===== src/rtl/module_scan_teclado_pkg.sv =====
// Shared definitions for the 4x4 keypad scanner: FSM states, key map,
// auto-repeat interval and small row-pattern helpers.
package pkg_teclado;

    typedef enum logic [1:0] {
        ST_SCAN     = 2'd0,
        ST_DEBOUNCE = 2'd1,
        ST_PRESSED  = 2'd2,
        ST_RELEASE  = 2'd3
    } state_t;

    // Indexed by {row, column}; entry 0 is row 0 / column 0 ('1').
    localparam logic [15:0][3:0] KEY_MAP = {
        4'd13, 4'd15, 4'd0,  4'd14,   // row 3: *, 0, #, D
        4'd12, 4'd9,  4'd8,  4'd7,    // row 2: 7, 8, 9, C
        4'd11, 4'd6,  4'd5,  4'd4,    // row 1: 4, 5, 6, B
        4'd10, 4'd3,  4'd2,  4'd1     // row 0: 1, 2, 3, A
    };

    // Dwell ticks between auto-repeat pulses while a key stays pressed.
    localparam int REPEAT_SCANS = 500;

    // Active-low one-hot column drive for a column index.
    function automatic logic [3:0] col_drive(input logic [1:0] idx);
        return ~(4'b0001 << idx);
    endfunction

    // True when exactly one row line is pulled low.
    function automatic logic single_low(input logic [3:0] rows);
        case (rows)
            4'b1110, 4'b1101, 4'b1011, 4'b0111: return 1'b1;
            default:                            return 1'b0;
        endcase
    endfunction

    // Index of the low row line (only meaningful when single_low is true).
    function automatic logic [1:0] low_index(input logic [3:0] rows);
        case (rows)
            4'b1110: return 2'd0;
            4'b1101: return 2'd1;
            4'b1011: return 2'd2;
            4'b0111: return 2'd3;
            default: return 2'd0;
        endcase
    endfunction

endpackage


===== src/rtl/module_scan_teclado_if.sv =====
// Keypad bus: row sense lines in, column drive and key report out.
// slave = scanner side, master = keypad/consumer side.
interface module_scan_teclado_if;
    logic [3:0] row;
    logic [3:0] column;
    logic [3:0] key_code;
    logic       key_valid;
    logic       key_held;

    modport master (output row, input column, input key_code, input key_valid, input key_held);
    modport slave  (input row, output column, output key_code, output key_valid, output key_held);
endinterface


===== src/rtl/module_scan_teclado_divisor.sv =====
// Dwell tick generator: one-clock pulse every DIV clocks.
module module_divisor_tick #(
    parameter int DIV = 27000
) (
    input  logic clk,
    input  logic rst,
    output logic tick
);
    localparam int CW = (DIV > 1) ? $clog2(DIV) : 1;

    logic [CW-1:0] count_r;
    logic          tick_r;

    // Free-running dwell counter wrapping at DIV-1, registered tick on wrap.
    always_ff @(posedge clk or posedge rst) begin
        if (rst) begin
            count_r <= {CW{1'b0}};
            tick_r  <= 1'b0;
        end else if (count_r == CW'(DIV - 1)) begin
            count_r <= {CW{1'b0}};
            tick_r  <= 1'b1;
        end else begin
            count_r <= count_r + CW'(1);
            tick_r  <= 1'b0;
        end
    end

    assign tick = tick_r;
endmodule


===== src/rtl/module_scan_teclado.sv =====
// 4x4 matrix keypad scanner with debounce on press and release.
// Optional build macro KEY_REPEAT_EN: re-pulse key_valid every
// REPEAT_SCANS ticks while a key remains pressed.
module module_scan_teclado
    import pkg_teclado::*;
#(
    parameter int SCAN_DIV       = 27000,
    parameter int DEBOUNCE_SCANS = 4
) (
    input  logic                  clk,
    input  logic                  rst,
    module_scan_teclado_if.slave  kp
);
    localparam int CW = $clog2(DEBOUNCE_SCANS + 1);

    logic [3:0]    row_meta_r, row_sync_r;
    logic          tick_s;
    state_t        state_r, state_s;
    logic [1:0]    row_idx_r, row_idx_s;
    logic [1:0]    col_idx_r, col_idx_s;
    logic [CW-1:0] count_r, count_s, count_inc_s;
    logic [3:0]    column_r, column_s;
    logic [3:0]    key_code_r, key_code_s;
    logic          key_valid_r, key_valid_s;
    logic          key_held_r, key_held_s;
    logic          hit_s, same_s, all_high_s;
`ifdef KEY_REPEAT_EN
    localparam int RW = $clog2(REPEAT_SCANS + 1);
    logic [RW-1:0] rep_r, rep_s, rep_inc_s;
`endif

    module_divisor_tick #(.DIV(SCAN_DIV)) u_tick (
        .clk  (clk),
        .rst  (rst),
        .tick (tick_s)
    );

    // Two-flop synchronizer for the asynchronous row lines (idle high).
    always_ff @(posedge clk or posedge rst) begin
        if (rst) begin
            row_meta_r <= 4'b1111;
            row_sync_r <= 4'b1111;
        end else begin
            row_meta_r <= kp.row;
            row_sync_r <= row_meta_r;
        end
    end

    assign hit_s       = single_low(row_sync_r);
    assign same_s      = hit_s && (low_index(row_sync_r) == row_idx_r);
    assign all_high_s  = (row_sync_r == 4'b1111);
    assign count_inc_s = (count_r == CW'(DEBOUNCE_SCANS)) ? count_r : count_r + CW'(1);
`ifdef KEY_REPEAT_EN
    assign rep_inc_s   = (rep_r == RW'(REPEAT_SCANS)) ? rep_r : rep_r + RW'(1);
`endif

    // Next-state and output decode; decisions are taken only on tick.
    always_comb begin
        state_s     = state_r;
        row_idx_s   = row_idx_r;
        col_idx_s   = col_idx_r;
        count_s     = count_r;
        key_code_s  = key_code_r;
        key_valid_s = 1'b0;
`ifdef KEY_REPEAT_EN
        rep_s       = rep_r;
`endif
        case (state_r)
            ST_SCAN: begin
                if (tick_s && hit_s) begin
                    row_idx_s = low_index(row_sync_r);
                    count_s   = {CW{1'b0}};
                    state_s   = ST_DEBOUNCE;
                end else if (tick_s) begin
                    col_idx_s = col_idx_r + 2'd1;
                end else begin
                    state_s = ST_SCAN;
                end
            end
            ST_DEBOUNCE: begin
                if (tick_s && same_s) begin
                    count_s = count_inc_s;
                    if (count_inc_s == CW'(DEBOUNCE_SCANS)) begin
                        state_s     = ST_PRESSED;
                        key_code_s  = KEY_MAP[{row_idx_r, col_idx_r}];
                        key_valid_s = 1'b1;
`ifdef KEY_REPEAT_EN
                        rep_s       = {RW{1'b0}};
`endif
                    end else begin
                        state_s = ST_DEBOUNCE;
                    end
                end else if (tick_s) begin
                    count_s   = {CW{1'b0}};
                    col_idx_s = col_idx_r + 2'd1;
                    state_s   = ST_SCAN;
                end else begin
                    state_s = ST_DEBOUNCE;
                end
            end
            ST_PRESSED: begin
                if (tick_s && all_high_s) begin
                    count_s = {CW{1'b0}};
                    state_s = ST_RELEASE;
                end else if (tick_s) begin
`ifdef KEY_REPEAT_EN
                    if (rep_inc_s == RW'(REPEAT_SCANS)) begin
                        key_valid_s = 1'b1;
                        rep_s       = {RW{1'b0}};
                    end else begin
                        rep_s = rep_inc_s;
                    end
`else
                    state_s = ST_PRESSED;
`endif
                end else begin
                    state_s = ST_PRESSED;
                end
            end
            ST_RELEASE: begin
                if (tick_s && all_high_s) begin
                    count_s = count_inc_s;
                    if (count_inc_s == CW'(DEBOUNCE_SCANS)) begin
                        col_idx_s = col_idx_r + 2'd1;
                        state_s   = ST_SCAN;
                    end else begin
                        state_s = ST_RELEASE;
                    end
                end else if (tick_s) begin
                    count_s = {CW{1'b0}};
                    state_s = ST_PRESSED;
                end else begin
                    state_s = ST_RELEASE;
                end
            end
            default: begin
                state_s   = ST_SCAN;
                count_s   = {CW{1'b0}};
                col_idx_s = 2'd0;
            end
        endcase
        key_held_s = (state_s == ST_PRESSED) || (state_s == ST_RELEASE);
        column_s   = col_drive(col_idx_s);
    end

    // FSM state, counters and registered outputs.
    always_ff @(posedge clk or posedge rst) begin
        if (rst) begin
            state_r     <= ST_SCAN;
            row_idx_r   <= 2'd0;
            col_idx_r   <= 2'd0;
            count_r     <= {CW{1'b0}};
            column_r    <= 4'b1110;
            key_code_r  <= 4'd0;
            key_valid_r <= 1'b0;
            key_held_r  <= 1'b0;
`ifdef KEY_REPEAT_EN
            rep_r       <= {RW{1'b0}};
`endif
        end else begin
            state_r     <= state_s;
            row_idx_r   <= row_idx_s;
            col_idx_r   <= col_idx_s;
            count_r     <= count_s;
            column_r    <= column_s;
            key_code_r  <= key_code_s;
            key_valid_r <= key_valid_s;
            key_held_r  <= key_held_s;
`ifdef KEY_REPEAT_EN
            rep_r       <= rep_s;
`endif
        end
    end

    assign kp.column    = column_r;
    assign kp.key_code  = key_code_r;
    assign kp.key_valid = key_valid_r;
    assign kp.key_held  = key_held_r;
endmodule


===== src/flat_wrapper.sv =====
// flat-port wrapper written by rule: the top's interface ports become plain ports
module module_scan_teclado_flat import pkg_teclado::*;
#(
    parameter int SCAN_DIV       = 27000,
    parameter int DEBOUNCE_SCANS = 4
)
  (clk, rst, kp_row, kp_column, kp_key_code, kp_key_valid, kp_key_held);
  module_scan_teclado_if kp_i ();
  input  logic clk;
  input  logic rst;
  input wire logic [$bits(kp_i.row)-1:0] kp_row;
  output wire logic [$bits(kp_i.column)-1:0] kp_column;
  output wire logic [$bits(kp_i.key_code)-1:0] kp_key_code;
  output wire logic [$bits(kp_i.key_valid)-1:0] kp_key_valid;
  output wire logic [$bits(kp_i.key_held)-1:0] kp_key_held;
  assign kp_i.row = kp_row;
  assign kp_column = kp_i.column;
  assign kp_key_code = kp_i.key_code;
  assign kp_key_valid = kp_i.key_valid;
  assign kp_key_held = kp_i.key_held;
  module_scan_teclado #(.SCAN_DIV(SCAN_DIV), .DEBOUNCE_SCANS(DEBOUNCE_SCANS)) u_core (.clk(clk), .rst(rst), .kp(kp_i));
endmodule

===== config.mk =====
export PLATFORM = sky130hd
export DESIGN_NAME = module_scan_teclado_flat
export DESIGN_NICKNAME = d
export VERILOG_FILES = /design/src/rtl/module_scan_teclado_pkg.sv /design/src/rtl/module_scan_teclado_if.sv /design/src/rtl/module_scan_teclado_divisor.sv /design/src/rtl/module_scan_teclado.sv /design/src/flat_wrapper.sv
export SDC_FILE = /design/constraint.sdc
export NUM_CORES = 1
export LEC_CHECK = 0
export ABC_AREA = 1
export CAP_MARGIN = 30
export CORE_ASPECT_RATIO = 1.25
export CORE_MARGIN = 8
export CORE_UTILIZATION = 45
export DETAILED_ROUTE_END_ITERATION = 8
export PLACE_DENSITY = 0.73
export SETUP_SLACK_MARGIN = 0.5
export SLEW_MARGIN = 20
export SYNTH_ARGS = -nofsm -noshare
export SYNTH_HDL_FRONTEND = slang
export SYNTH_SLANG_ARGS = --single-unit

===== constraint.sdc =====
create_clock -name clk -period 2.9 [get_ports clk]
set_input_delay 0.29 -clock clk [delete_from_list [all_inputs] [get_ports clk]]
set_output_delay 0.29 -clock clk [all_outputs]
set_load 0.03 [all_outputs]

==> After elaboration in Yosys (flattened, before gate mapping) <==
Memory sizes are Yosys's and may differ from the RTL's. A register that Yosys moved wholly into a read port is not among the register bits.
Index checks and enable logic that the tools add are counted.
{ "totals": {"register_bits": 39, "rom_bits": 64, "inputBits": 6, "output_inout_bits": 10, "wordCells": 73, "n_memories": 1} }
{ "classes": {"n_addsub": 3, "n_eq_ne": 16, "n_shift": 1, "n_mux": 30, "bitwise": 1, "reduce_logical": 10} }
{ "mem_list": {"columns": ["name", "depth", "width", "read_ports", "rd_ports_with_merged_regs", "write_ports", "line_no", "source"], "rows": [
  ["(name not given)", 16, 4, 1, 1, 0, "module_scan_teclado.sv:85", "key_code_s = KEY_MAP[{row_idx_r, col_idx_r}];"]
]} }
{ "ops": {"columns": ["cell", "n"], "rows": [
  ["$mux W2", 11],
  ["$mux W3", 6],
  ["$eq A4 B4 Y1 const B", 4],
  ["$add A15 B1 Y15 const B", 1],
  ["$eq A15 B15 Y1 const B", 1],
  ["$mux W15", 1],
  ["$pmux W2 S3", 2],
  ["$pmux W3 S4", 1],
  ["$eq A2 B2 Y1 const B", 4],
  ["$mux W1", 8],
  ["$pmux W2 S4", 1],
  ["$eq A3 B3 Y1 const B", 2],
  ["$eq A4 B3 Y1 const B", 1],
  ["$logic_and A1 B1 Y1", 4],
  ["$ne A2 B1 Y1 const B", 2],
  ["$not A4 Y4", 1],
  ["$reduce_and A2 Y1", 2],
  ["$reduce_or A4 Y1", 1],
  ["$shl A1 B2 Y4 const A", 1],
  ["$add A3 B1 Y3 const B", 1],
  ["$reduce_and A3 Y1", 1],
  ["$add A2 B1 Y2 const B", 1],
  ["$eq A2 B1 Y1 const B", 1],
  ["$eq A2 B2 Y1", 1],
  ["2 further kinds", 2]
]} }

==> Longest topological paths before layout <==
Gate-level depths: netlist (run 1).
{ "logic_depth": {"depth_word": 9, "ltp_mapped": 13, "mapped_depth_nobuf": 13} }

==> Modules after synthesis <==
From an unflattened synthesis (run 1), not the netlist that was laid out.
{ "unflattened": {"cells_unflattened": 331, "area_unflattened_um2": 2547.4} }
{ "modules_own_cells": {"columns": ["mod", "n_inst", "cells_each", "area_per_inst_um2", "seq_area_each_um2"], "rows": [
  ["module_scan_teclado", 1, 219, 1669.1, 664.4],
  ["module_divisor_tick", 1, 112, 878.3, 400.4]
]} }

==> Worst setup path after synthesis (run 1) <==
Ideal clock, no wire load.
{ "synth_path": {"path_type": "register to register", "startpoint": "register u_core.col_idx_r[0]", "endpoint": "register u_core.column_r[0], in the netlist u_core.kp.column[0]", "arrival_ns": 1.677, "required_ns": 2.782, "path_slack_ns": 1.105, "path_stages_with_launch": 12, "path_buffers": 1, "synth_period_minus_slack_ns": 1.795, "path_cell_list": "dfrtp_1 -> clkbuf_1 -> inv_1 -> ha_1 -> nand2_1 -> o21ai_0 -> nand3_1 -> nand3_1 -> nor2_1 -> nand2_1 -> nand2_1 -> nand2_1"} }
{ "synth_between": {"elab_chain_len": 6, "word_cells_on_any_way": 9, "cone_classes": "1 x add/sub; 1 x shift; 6 x mux; 1 x bitwise"} }
{ "synth_lines": {"columns": ["item", "line_no", "source"], "rows": [
  ["start: declaration", "module_scan_teclado.sv:20", "logic [1:0] col_idx_r, col_idx_s;"],
  ["start signal: assignment", "module_scan_teclado.sv:163", "col_idx_r <= col_idx_s;"],
  ["$add A2 B1 Y2", "module_scan_teclado.sv:75, module_scan_teclado.sv:95, module_scan_teclado.sv:124", null],
  ["$mux W2, on equally long branches", "module_scan_teclado.sv:123, module_scan_teclado.sv:74, module_scan_teclado.sv:93", null],
  ["$mux W2, on equally long branches", "module_scan_teclado.sv:121, module_scan_teclado.sv:70, module_scan_teclado.sv:81", null],
  ["$pmux W2 S3 (*)", "module_scan_teclado.sv:68", "case (state_r)"],
  ["$shl A1 B2 Y4 (*)", "module_scan_teclado_pkg.sv:25", "return ~(4'b0001 << idx);"],
  ["$not A4 Y4 (*)", "module_scan_teclado_pkg.sv:25", null],
  ["net u_core.column_s[0]", "module_scan_teclado.sv:22", "logic [3:0] column_r, column_s;"],
  ["end signal: assignment", "module_scan_teclado.sv:165", "column_r <= column_s;"],
  ["end: declaration", "module_scan_teclado.sv:22", null]
]} }
The timed path passes the listed nets; every way through them passes the cells marked *.
A chain may end at the register's enable or synchronous reset.

==> Worst setup path after layout (run 1) <==
Same ends and word-level chain as after synthesis.

==> results.toml, run 1 <==
[setup_path]
critPathTopFamily = "flip-flops"
path_class = "reg2reg"
reg2reg_depth = 10
crit_top_cell = "nand2_1"
cp_cell_sequence = "inv_1 > ha_1 > nand2_1 > o21ai_0 > nand3_1 > nand3_1 > nor2_1 > nand2_1 > nand2_1 > nand2_1"
crit_path_start_kind = "flip-flop"
r2r-start = "u_core.col_idx_r[0]$_DFF_PP0_"
cp.required_ns = 3.09
reg2reg_setup_slack_ns = 1.01
critical_path.max_stage_delay_ns = 0.55
crit_fanout = 11
cp_slowest_cell = "dfrtp_1"
crit_buf_inv = 1
r2r-end = "u_core.kp.column[0]$_DFF_PP0_"
endpoint_kind = "flip-flop"
crit_arrival_ns = 2.08

[clock_network]
cts_root_buf = "clkbuf_8"
clk_pin_slew_ns = 0.09
cts_tree = "built"
clk_latency_ns = 0.30
numCtsBuffers = 5
cts_hold_buf = 0
cts_htree_levels = 2
cts_resized = 0
postCtsSetupBuffers = 0
clock-sinks = 43
clk_path_buf_depth = 2

[routing]
vias_per_cell = 5.25
post-route-drc-count = 0
initialDrtViolationCount = 113
wl_um = 4950
wire_per_inst_um = 12.2
firstDrtPassIters = 4
vias = 2135
ant_nets = 0

[timing]
rsz0062_at_grt = "no"
hold_viol = 0
fmax_mhz = 529
setup_ws_ns = 1.01
worst_pin_slew_ns = 0.849
fin_crit_ns = 1.89
drv_slew = 0
clock_skew_ns = 0.00995
max_slew_margin = 0.429
fin_tns_setup_ns = 0
setup_viol = 0
finalCritPeriodShare = 0.652

[die]
rows = 30
die_w_um = 82.4
ios = 16
die-area_um2 = 8150
core-area_um2 = 5370
start_util = 0.462
die_h_um = 99.0

[yosys]
synthCells = 323
ys_seq_area_frac = 0.440
synth_area_um2 = 2480
synth_nets = 337
ys.warnings.count = 0
synth-xor-area-share = 0.0212
synthAdderAreaFrac = 0.0404
synth-compound-area-share = 0.0868
synth_simple_gate_area_frac = 0.326
synth_top_family_by_area = "simple AND/OR/NAND/NOR gates"
ys_seq_elements = 43
synth_cell_types = 30
synth_area_per_cell_um2 = 7.67
synth_mux_area_frac = 0

[pwr]
leakagePower_uw = 0.00138
finalPower_uw = 1200
p_per_area_nw_per_um2 = 423
ir_drop_uv = 317

[hold_path]
worstHoldPathCells = 0
hold_start = "u_core.row_meta_r[2]$_DFF_PP1_"
holdPathEnd = "u_core.row_sync_r[2]$_DFF_PP1_"
hold_class = "reg2reg"

[global_route]
grt_pass1_wl_um = 8910
grt_max_degree = 44
grt_usage = 0.136
overflow = 0
grt_pass1_vias = 2130
grt_antenna_before_repair = 0

[cells_and_area]
syn_to_final_growth_pct = 14.2
fin_nets = 356
diodes = 0
drive_above_1_share = 0.111
fin_area_um2 = 2830

[placed_design]
gp_congestion = 0.931
place_ws_ns = 1.03
dpl-instance-area_um2 = 2700
portBuffers = 15
dp_hpwl_um = 3700

[run]
cap_violations = 0

[outcome]
status = "complete, no violations"
worst max-delay path by stage:
stage                                    end  cells after the start                          start  slack (ns)
4_1_cts        u_core.kp.column[0]$_DFF_PP0_                     10  u_core.col_idx_r[0]$_DFF_PP0_        1.01
3_5_place_dp   u_core.kp.column[0]$_DFF_PP0_                     10  u_core.col_idx_r[0]$_DFF_PP0_        1.03
3_3_place_gp   u_core.kp.column[0]$_DFF_PP0_                     10  u_core.col_idx_r[0]$_DFF_PP0_        1.11
5_1_grt        u_core.kp.column[0]$_DFF_PP0_                     10  u_core.col_idx_r[0]$_DFF_PP0_        0.83
6_report       u_core.kp.column[0]$_DFF_PP0_                     10  u_core.col_idx_r[0]$_DFF_PP0_        1.01
2_1_floorplan  u_core.kp.column[0]$_DFF_PP0_                     11  u_core.col_idx_r[0]$_DFF_PP0_        1.10
per-stage QoR:
| stage | util | cells | hold WS, ns |
|---|---|---|---|
| 2_1_floorplan | - | 323 | 0.294 |
| 3_3_place_gp | 0.502 | 399 | 0.347 |
| 3_5_place_dp | 0.502 | 399 | 0.347 |
| 4_1_cts | 0.528 | 407 | 0.348 |
| 5_1_grt | 0.528 | 407 | 0.352 |
| 6_report | 0.528 | 407 | 0.345 |
cell type report:
type | instances | area (um^2)
Fill cell | 528 | 2540
Multi-Input combinational cell | 225 | 1180
Sequential cell | 43 | 1090
Inverter | 51 | 191
Timing Repair Buffer | 16 | 158
Tap cell | 64 | 80.1
Clock buffer | 5 | 68.8
Clock inverter | 3 | 67.6
power breakdown:
part / internal (uW) / total (uW) / switching, uW
registers: 610 / 613 / 3.36
clock network: 343 / 552 / 209
logic: 11.3 / 33.4 / 22.1
synth_stat cells (all sizes together):
library cell   n  area share
nand3         44        0.10
clkbuf         1      0.0015
o211ai         2      0.0061
dfrtp         32        0.32
nand4          9       0.023
nor2          26       0.043
buf            3      0.0071
nor4           4       0.010
xor2           6       0.021
dfstp         11        0.12
a21oi          6       0.012
or2            2      0.0050
nor3           5       0.010
o21bai         2      0.0061
nand2         83        0.13
o21ai         21       0.044
nor3b          1      0.0030
o22ai          3      0.0076
ha             8       0.040
o31ai          1      0.0030
o211a          2      0.0081
inv           51       0.077
per-layer routing:
layer  routed length [um]  share of wire  track usage  up-vias
met5                    0              0            0        -
met4                   76          0.015       0.0569        0
met3                  237          0.048       0.0310        8
met2                 2630           0.53        0.240       57
met1                 2000           0.40        0.146      979
li1                     -              -            -     1091
registers in the layout, summed over array words and instances (netlist names):
register,flops
u_core.col_idx_r,2
u_core.count_r,3
u_core.kp.column,4
u_core.kp.key_code,4
u_core.kp.key_held,1
u_core.kp.key_valid,1
u_core.row_idx_r,2
u_core.row_meta_r,4
u_core.row_sync_r,4
u_core.state_r,2
u_core.u_tick.count_r,15
u_core.u_tick.tick,1
layout by cell type (no fill, tap or decap), types with 2 or more instances in the layout:
| cell type | synthesis | routed |
|---|---|---|
| o211a_1 | 2 | 2 |
| inv_2 | 4 | 4 |
| clkdlybuf4s50_1 | 0 | 15 |
| a21oi_1 | 6 | 6 |
| o211ai_1 | 2 | 2 |
| o22ai_1 | 3 | 3 |
| xor2_1 | 6 | 6 |
| nor2_1 | 22 | 22 |
| or2_2 | 2 | 2 |
| bufinv_16 | 0 | 2 |
| nor3_1 | 5 | 5 |
| nand2_1 | 80 | 80 |
| nand2_2 | 3 | 3 |
| dfrtp_1 | 32 | 32 |
| nand4_1 | 9 | 9 |
| ha_1 | 8 | 8 |
| nand3_1 | 40 | 40 |
| nor2_2 | 4 | 4 |
| dfstp_2 | 11 | 11 |
| nand3_2 | 2 | 2 |
| o21ai_0 | 17 | 17 |
| o21ai_1 | 3 | 3 |
| nor4_1 | 4 | 4 |
| o21bai_1 | 2 | 2 |
| clkbuf_8 | 0 | 5 |
| inv_1 | 47 | 46 |
| nand3_4 | 2 | 2 |
logic make-up after synthesis:
logic type / Yosys count
compound gates: 37
flops: 43
simple gates: 174
fa+ha+maj: 8
buf+inv: 55
xor+xnor: 6
(Power assumes the default switching activity.)
==> run 2, diff against run 1 <==
==> constraint.sdc (replaced) <==
create_clock -name clk -period 1.8 [get_ports clk]
set_input_delay 0.18 -clock clk [delete_from_list [all_inputs] [get_ports clk]]
set_output_delay 0.18 -clock clk [all_outputs]
set_load 0.03 [all_outputs]
==> run 2 against run 1 <==
Compared with the run above:
- cell count up 13%
- clock-buffer cell count is 1 higher
- sequential power is 62% higher
- worst hold slack worse by 0.13 ns
- critical path type unchanged
- largest power group unchanged
- highest routed layer unchanged
==> results.toml, run 2 (synthesized netlist as in run 1, its figures left out) <==
[global_route]
met1_usage = 0.169
met3_usage = 0.0364
grt_usage = 0.160
met2_usage = 0.280
grt_antenna_before_repair = 0
grt_pass1_wl_um = 10500
overflow = 0
grt_pass1_vias = 2378
grt_max_degree = 44
grt.busiest_layer = "met2"

[routing]
firstDrtPassIters = 5
vias_per_cell = 5.58
ant_nets = 0
vias = 2555
post-route-drc-count = 0
wire_per_inst_um = 15.8
initialDrtViolationCount = 237
wl_um = 7240

[setup_path]
path_class = "reg2reg"
crit_fanout = 7
reg2reg_setup_slack_ns = 0.04
endpoint_kind = "flip-flop"
crit_path_start_kind = "flip-flop"
crit_arrival_ns = 1.99
r2r-start = "u_core.row_sync_r[2]$_DFF_PP1_"
crit_path_end = "u_core.count_r[0]$_DFFE_PP0P_"
startpoint = "u_core.row_sync_r[2]$_DFF_PP1_"
cp.required_ns = 2.03
r2r-end = "u_core.count_r[0]$_DFFE_PP0P_"
reg2reg_depth = 11

[die]
start_util = 0.462
die-area_um2 = 8150
core-area_um2 = 5370
rows = 30
die_w_um = 82.4
die_h_um = 99.0
ios = 16

[timing]
max_slew_margin = 0.706
fmax_mhz = 569
hold_viol = 0
drv_slew = 0
finalCritPeriodShare = 0.976
clock_skew_ns = 0.0166
rsz0062_at_grt = "yes"
setup_ws_ns = 0.0423
fin_crit_ns = 1.76
worst_pin_slew_ns = 0.438
setup_viol = 0

[cells_and_area]
syn_to_final_growth_pct = 43.8
layout_common_cells = "64 x nand2_1, 41 x buf_4, 35 x inv_1"
fillers = 402
diodes = 0
drive_above_1_share = 0.409
largest_reg_flops = 15
final_util = 0.664
fin_cells = 458
final_common_cell = "nand2_1"
top_register = "u_core.u_tick.count_r"
fin_nets = 407

[pwr]
netSwitchingFraction = 0.218
p_sw_uw = 397
leakagePower_uw = 0.00171
p_per_area_nw_per_um2 = 511
power.internal_uw = 1420
ir_drop_uv = 521
p_clk_frac = 0.415
p_seq_frac = 0.545
comb_power_share = 0.040

[clock_network]
clk_pin_slew_ns = 0.08
cts_tree = "built"
clock-sinks = 43
numCtsBuffers = 5
cts_root_buf = "clkbuf_8"
cts_hold_buf = 0
clk_latency_ns = 0.30
clk_path_buf_depth = 2
cts_htree_levels = 2

[outcome]
status = "complete, no violations"

[hold_path]
hold_class = "in2async"

[placed_design]
gp_congestion = 0.958
place_ws_ns = 0.0704
dp_hpwl_um = 3970
portBuffers = 15
place_inst = 405

[run]
cap_violations = 0
## run 2: repair_timing
action / 4_1_cts / 5_1_grt
setup buffers: 19 / 25
pin swaps: 20 / 23
setup endpoints to repair: 41 / 32
gates resized for setup: 61 / 44
gates cloned: 1 / 0
## run 2: how the worst min path moves through the flow
stage,end,slack [ns],depth (start not counted),startpoint
floorplan,u_core.row_meta_r[0]$_DFF_PP1_,0.18,0,kp_row[0]
global placement,u_core.row_sync_r[0]$_DFF_PP1_,0.35,0,u_core.row_meta_r[0]$_DFF_PP1_
detailed placement,u_core.row_sync_r[3]$_DFF_PP1_,0.35,0,u_core.row_meta_r[3]$_DFF_PP1_
CTS,u_core.row_idx_r[1]$_DFFE_PP0P_,0.23,3,rst
global route,u_core.row_idx_r[1]$_DFFE_PP0P_,0.25,3,rst
finish,u_core.u_tick.tick$_DFF_PP0_,0.22,3,rst
## run 2: stage by stage
stage / hold slack [ns] / cell area [um^2] / TNS, ns / power, uW
CTS: 0.227 / 3230 / 0 / 1830
global route: 0.246 / 3560 / -0.113 / 1880
detailed placement: 0.348 / 2860 / 0 / 1070
finish: 0.219 / 3560 / 0 / 1820
floorplan: 0.184 / 2600 / 0 / 1040
global placement: 0.346 / 2860 / 0 / 1060
## run 2: cell type report
| class | instances | area, um^2 | share of cell area |
|---|---|---|---|
| clock buffers | 6 | 72.6 | 0.0204 |
| repair buffers | 66 | 556 | 0.156 |
| clock inverters | 2 | 37.5 | 0.0105 |
| well taps | 64 | 80.1 | 0.0225 |
| multi-input cells | 226 | 1520 | 0.425 |
| inverters | 51 | 201 | 0.0565 |
| flip-flops and latches | 43 | 1100 | 0.309 |
## run 2: per-layer routing
layer,vias up,wire length (um)
li1,1187,-
met1,1199,2660
met2,132,3870
met3,37,444
met4,0,274
met5,-,0
## run 2: critical path: stages (launching register included)
cell and delay, ns:
dfstp_2 0.59, nand2_2 0.09, inv_1 0.07, nand3_2 0.08, nand2_4 0.09, nand2_4 0.09, inv_4 0.08, buf_4 0.11
nand3_2 0.11, o21ai_1 0.21, nand2_1 0.08, nand3_1 0.08
## run 2: power groups by stage
stage	sequential, uW	combinational, uW	clock (uW)
after floorplan	1010	35.0	0
after global placement	1010	58.6	0
after detailed placement	1010	60.7	0
after CTS	989	65.4	773
after global routing	992	81.8	802
final	991	72.9	756
